File: config.mk
export PLATFORM = sky130hd
export DESIGN_NAME = rob_sn_alloc
export DESIGN_NICKNAME = d
export VERILOG_FILES = /design/src/rtl/rob_pkg.sv /design/src/rtl/rob_wrap_ctr.sv /design/src/rtl/rob_sn_alloc.sv
export SDC_FILE = /design/constraint.sdc
export NUM_CORES = 1
export LEC_CHECK = 0
export BUFFER_PORTS_ARGS = -buffer_cell sky130_fd_sc_hd__buf_2
export CORE_MARGIN = 5
export CORE_UTILIZATION = 39
export CTS_CLUSTER_SIZE = 24
export DETAILED_ROUTE_END_ITERATION = 10
export SYNTH_ARGS = -nofsm -noshare
export SYNTH_HDL_FRONTEND = slang
export SYNTH_SLANG_ARGS = --single-unit
File: constraint.sdc
create_clock -name clk -period 3.1 [get_ports clk]
set_input_delay 0.62 -clock clk [delete_from_list [all_inputs] [get_ports clk]]
set_output_delay 0.62 -clock clk [all_outputs]
set_load 0.05 [all_outputs]
File: src/rtl/rob_pkg.sv
// Shared types for the ROB sequence-number allocator.
//   rob_alloc_state_e : allocator FSM state (RUN / DRAIN)
package rob_pkg;

   typedef enum logic [0:0] {
      ROB_ALLOC_RUN   = 1'b0,
      ROB_ALLOC_DRAIN = 1'b1
   } rob_alloc_state_e;

endpackage

File: src/rtl/rob_wrap_ctr.sv
// Modulo-p_depth pointer with increment enable and synchronous reset.
// Ports:
//   clk  : clock
//   rst  : synchronous active-high reset, clears ptr to 0
//   inc  : advance ptr by one (wraps p_depth-1 -> 0)
//   ptr  : current pointer value
module rob_wrap_ctr #(
   parameter int p_depth    = 32,
   parameter int p_ptrwidth = $clog2(p_depth)
) (
   input  logic                  clk,
   input  logic                  rst,
   input  logic                  inc,
   output logic [p_ptrwidth-1:0] ptr
);

   localparam logic [p_ptrwidth-1:0] c_last = p_ptrwidth'(p_depth - 1);

   always_ff @(posedge clk) begin
      if (rst) begin
         ptr <= '0;
      end else if (inc) begin
         ptr <= (ptr == c_last) ? '0 : ptr + 1'b1;
      end
   end

endmodule

File: src/rtl/rob_sn_alloc.sv
// Sequence-number allocator on the ROB issue side. Grants in-order slot
// indices, tracks outstanding entries against ROB front dequeues, and
// offers a drain handshake for flushes.
//
// Optional feature macro: ROB_SN_ALLOC_BYPASS_EN
//   defined     : a commit in the same cycle lets a full allocator grant
//   not defined : full blocks every grant (no cmt_en -> alloc_cpl path)
//
// Ports:
//   clk, rst    : clock, synchronous active-high reset
//   alloc_en    : allocation request
//   alloc_cpl   : allocation granted this cycle
//   alloc_sn    : granted sequence number (current allocation pointer)
//   cmt_en      : ROB front dequeued one entry
//   drain_req   : stop granting until all outstanding entries commit
//   drain_done  : one-cycle pulse when the drain completes
//   count       : outstanding entries
//   full, empty : count == p_depth / count == 0
//   err         : sticky, commit seen while empty
//
// State table:
//   state           | meaning
//   ROB_ALLOC_RUN   | normal operation, grants allowed
//   ROB_ALLOC_DRAIN | grants blocked, waiting for count == 0
module rob_sn_alloc
   import rob_pkg::*;
#(
   parameter int p_depth    = 32,
   parameter int p_ptrwidth = $clog2(p_depth)
) (
   input  logic                  clk,
   input  logic                  rst,
   input  logic                  alloc_en,
   output logic                  alloc_cpl,
   output logic [p_ptrwidth-1:0] alloc_sn,
   input  logic                  cmt_en,
   input  logic                  drain_req,
   output logic                  drain_done,
   output logic [p_ptrwidth:0]   count,
   output logic                  full,
   output logic                  empty,
   output logic                  err
);

   localparam logic [p_ptrwidth:0] c_depth = (p_ptrwidth + 1)'(p_depth);

   rob_alloc_state_e state_q, state_d;
   logic [p_ptrwidth-1:0] alloc_ptr, cmt_ptr, ptr_diff;
   logic [p_ptrwidth:0]   count_q;
   logic                  cmt_fire, alloc_ok, err_q;

   rob_wrap_ctr #(.p_depth(p_depth), .p_ptrwidth(p_ptrwidth)) u_alloc_ptr (
      .clk (clk),
      .rst (rst),
      .inc (alloc_cpl),
      .ptr (alloc_ptr)
   );

   rob_wrap_ctr #(.p_depth(p_depth), .p_ptrwidth(p_ptrwidth)) u_cmt_ptr (
      .clk (clk),
      .rst (rst),
      .inc (cmt_fire),
      .ptr (cmt_ptr)
   );

   assign full     = (count_q == c_depth);
   assign empty    = (count_q == '0);
   assign count    = count_q;
   assign err      = err_q;
   assign alloc_sn = alloc_ptr;
   assign cmt_fire = cmt_en && !empty;

`ifdef ROB_SN_ALLOC_BYPASS_EN
   assign alloc_ok = !full || cmt_fire;
`else
   assign alloc_ok = !full;
`endif

   // state register
   always_ff @(posedge clk) begin
      if (rst) state_q <= ROB_ALLOC_RUN;
      else     state_q <= state_d;
   end

   // next-state logic
   always_comb begin
      state_d = state_q;
      case (state_q)
         ROB_ALLOC_RUN:   if (drain_req)       state_d = ROB_ALLOC_DRAIN;
         ROB_ALLOC_DRAIN: if (count_q == '0)   state_d = ROB_ALLOC_RUN;
         default:                              state_d = ROB_ALLOC_RUN;
      endcase
   end

   // outputs; rst gates both so nothing leaks out while reset is held
   always_comb begin
      alloc_cpl  = 1'b0;
      drain_done = 1'b0;
      if (!rst) begin
         alloc_cpl  = alloc_en && alloc_ok && (state_q == ROB_ALLOC_RUN);
         drain_done = (state_q == ROB_ALLOC_DRAIN) && (count_q == '0);
      end
   end

   always_ff @(posedge clk) begin
      if (rst) begin
         count_q <= '0;
         err_q   <= 1'b0;
      end else begin
         case ({alloc_cpl, cmt_fire})
            2'b10:   count_q <= count_q + 1'b1;
            2'b01:   count_q <= count_q - 1'b1;
            default: count_q <= count_q;
         endcase
         if (cmt_en && empty) err_q <= 1'b1;
      end
   end

   // pointer distance must always match the outstanding count
   assign ptr_diff = alloc_ptr - cmt_ptr;

   a_ptr_count: assert property (@(posedge clk) disable iff (rst)
      ptr_diff == count_q[p_ptrwidth-1:0]);

endmodule
==> reports/results.ini <==
[power]
power.net_switching_mw = 0.6109
p_clk_share_pct = 8.9
peakVddDrop_mv = 0.5452
intPower_mw = 0.5504
pwr-share-comb_pct = 68.6
p_leak_nw = 0.4693
switching_share_pct = 52.60
power.density_nw_per_um2 = 1185
total_power_mw = 1.161
power_frac_seq_pct = 22.5

[clock_network]
clk_pin_slew_ps = 80
cts_max_path_buffers = 2
numCtsBuffers = 3
cts_tree = built
clock-sinks = 13
cts-hold-fix-buffers = 0
clock-root-buffer = clkbuf_4
cts_resized = 0
clk_latency_ps = 270
h-tree-depth = 1
postCtsSetupBuffers = 0

[die]
io_pins = 21
fp.dieArea_um2 = 2950
num_rows = 16
initial_core_util_pct = 39.84
fp.dieW_um = 54.31
core_area_um2 = 1922
die_h_um = 54.31

[route]
first_iter_violations = 9
viasPerCell = 4.936
antenna_left = 0
vias = 691
drc_errors = 0
drt_pass1_iterations = 4
wl_per_cell_um = 11.14
wl_um = 1559

[sta]
hold_slack_ps = 472.6
rsz0062_at_grt = false
finalClockSkew_ps = 0.5248
period_needed_ps = 2760
post-route-period-util_pct = 89.03
finalMaxSlewViolations = 0
max-slew-margin-rel_pct = 83.32
finalSetupViolCount = 0
finalHoldViolations = 0
tightest_slew_ps = 251.9
fmax_mhz = 362.3

[synthesis]
synth_edf_count = 0
syn_avg_cell_area_um2 = 8.604
syn_nets = 102
seq_area_frac_synth_pct = 33.99
yosys_warnings = 0
synthCells = 89
synthDistinctLibCells = 32
synth-seq-cells = 13
ys_async_sr_fraction_pct = 0
synth_ff_type = dfxtp_1
synth_area_um2 = 765.7

[worst_setup_path]
crit_path_start_kind = flip-flop
worst_ep_arrival_time_ps = 2930
endpoint_kind = flip-flop
required_ps = 3270
r2r_slack_ps = 340
crit_fanout = 8
worstSetupPathType = flip-flop to flip-flop
rr_worst_depth = 10

[global_routing]
grt_util_all_layers_pct = 11.53
grt_overflow = 0
grt_max_degree = 17
met3_usage_pct = 2.452
met2_usage_pct = 21.91
antenna_found_initial = 0
grt_pass1_wl_um = 2470
busiest_layer = met2
grt_pass1_vias = 586
use_met1_pct = 11.95

[finish]
final_area_um2 = 979.7
most-common-layout-cells = buf_2 (20), a21oi_1 (11), nor2_1 (11)
final_common_cell = buf_2
num_antenna_cells = 0
layout-drive-gt1-share_pct = 31.86
syn_to_final_growth_pct = 27.94
nets = 127
stdcell_count = 140
fill_cells = 201

[worst_hold_path]
min_path_cells = 2
holdCritPathClass = flip-flop to flip-flop

[place]
dp_hpwl_um = 1230
routabilityCongestion = 0.8065
dpl.cell_count = 136
io_buffers = 20
placed_area_um2 = 953.4

[run]
maxCapViolations = 0

[run_status]
run_status = finished, final reports clean

critical path, stage by stage (launching register included):
cell     delay (ps)
dfxtp_4         360
or4_4           570
nor3b_4         200
or4b_1          200
ha_4            200
ha_1            230
a21o_1          160
a21oi_2         170
o22ai_1         100
a21oi_1         130
mux2_2          340
cells by family after synthesis:
family / share of synthesized area, %
AOI/OAI and AO/OA: 15.85
buffers and inverters: 4.085
DFF: 33.99
muxes: 2.778
and+or+nand+nor: 24.67
xor gates and xnor gates: 4.576
adders and majority gates: 14.05
worst paths after layout:
kind / from / endpoint
worst min register to register: err$_SDFFE_PP0P_ / err$_SDFFE_PP0P_
worst max register to register: count[1]$_SDFFE_PP0P_ / count[5]$_SDFFE_PP0P_
worst min-delay path: err$_SDFFE_PP0P_ / err$_SDFFE_PP0P_
worst max-delay path: count[1]$_SDFFE_PP0P_ / count[5]$_SDFFE_PP0P_
metal layers:
| layer | up-vias | wire length [um] |
|---|---|---|
| li1 | 365 | - |
| met4 | 0 | 14 |
| met1 | 316 | 712 |
| met3 | 2 | 44 |
| met5 | - | 0 |
| met2 | 8 | 787 |
power groups by stage:
stage	clock [mW]	combinational, mW	sequential (mW)
2_1_floorplan	0	0.517	0.395
3_3_place_gp	0	0.800	0.265
3_5_place_dp	0	0.802	0.265
4_1_cts	0.112	0.803	0.262
5_1_grt	0.118	0.861	0.269
6_report	0.104	0.797	0.261
synth_stat cells (2+ instances only):
master     n  area share [%]
dfxtp_1   13              34
a21oi_1   12             7.8
nor2_1    11             5.4
ha_1       7              11
inv_1      5             2.5
nand2_1    4             2.0
xor2_1     3             3.4
a21o_1     2             2.0
clkbuf_1   2            0.98
nand2b_1   2             1.6
nand3_1    2             1.3
nand3b_1   2             2.0
nor2b_1    2             1.6
nor3_1     2             1.3
o21ai_0    2             1.3
or4b_1     2             2.6
cell type report:
cell class	instances	area (um2)	area share, %
multi-input cells	68	508.0	51.85
flip-flops and latches	13	270.3	27.59
repair buffers	23	122.6	12.52
well taps	27	33.78	3.448
clock buffers	4	26.28	2.682
inverters	5	18.77	1.916
sequential cells by signal, summed over array words and instances (netlist names):
signal and cells:
count 6, u_alloc_ptr.ptr 5, err 1, state_q 1
stage by stage:
stage / setup TNS [ps] / utilization (%) / setup WS, ps
after floorplan: -132.5 / - / -132.5
after global placement: 0 / 49.61 / 335.8
after detailed placement: 0 / 49.61 / 294.7
after CTS: 0 / 50.98 / 307.0
after global routing: 0 / 50.98 / 197.3
final: 0 / 50.98 / 340.0
Power figures use the tool's default switching activity.
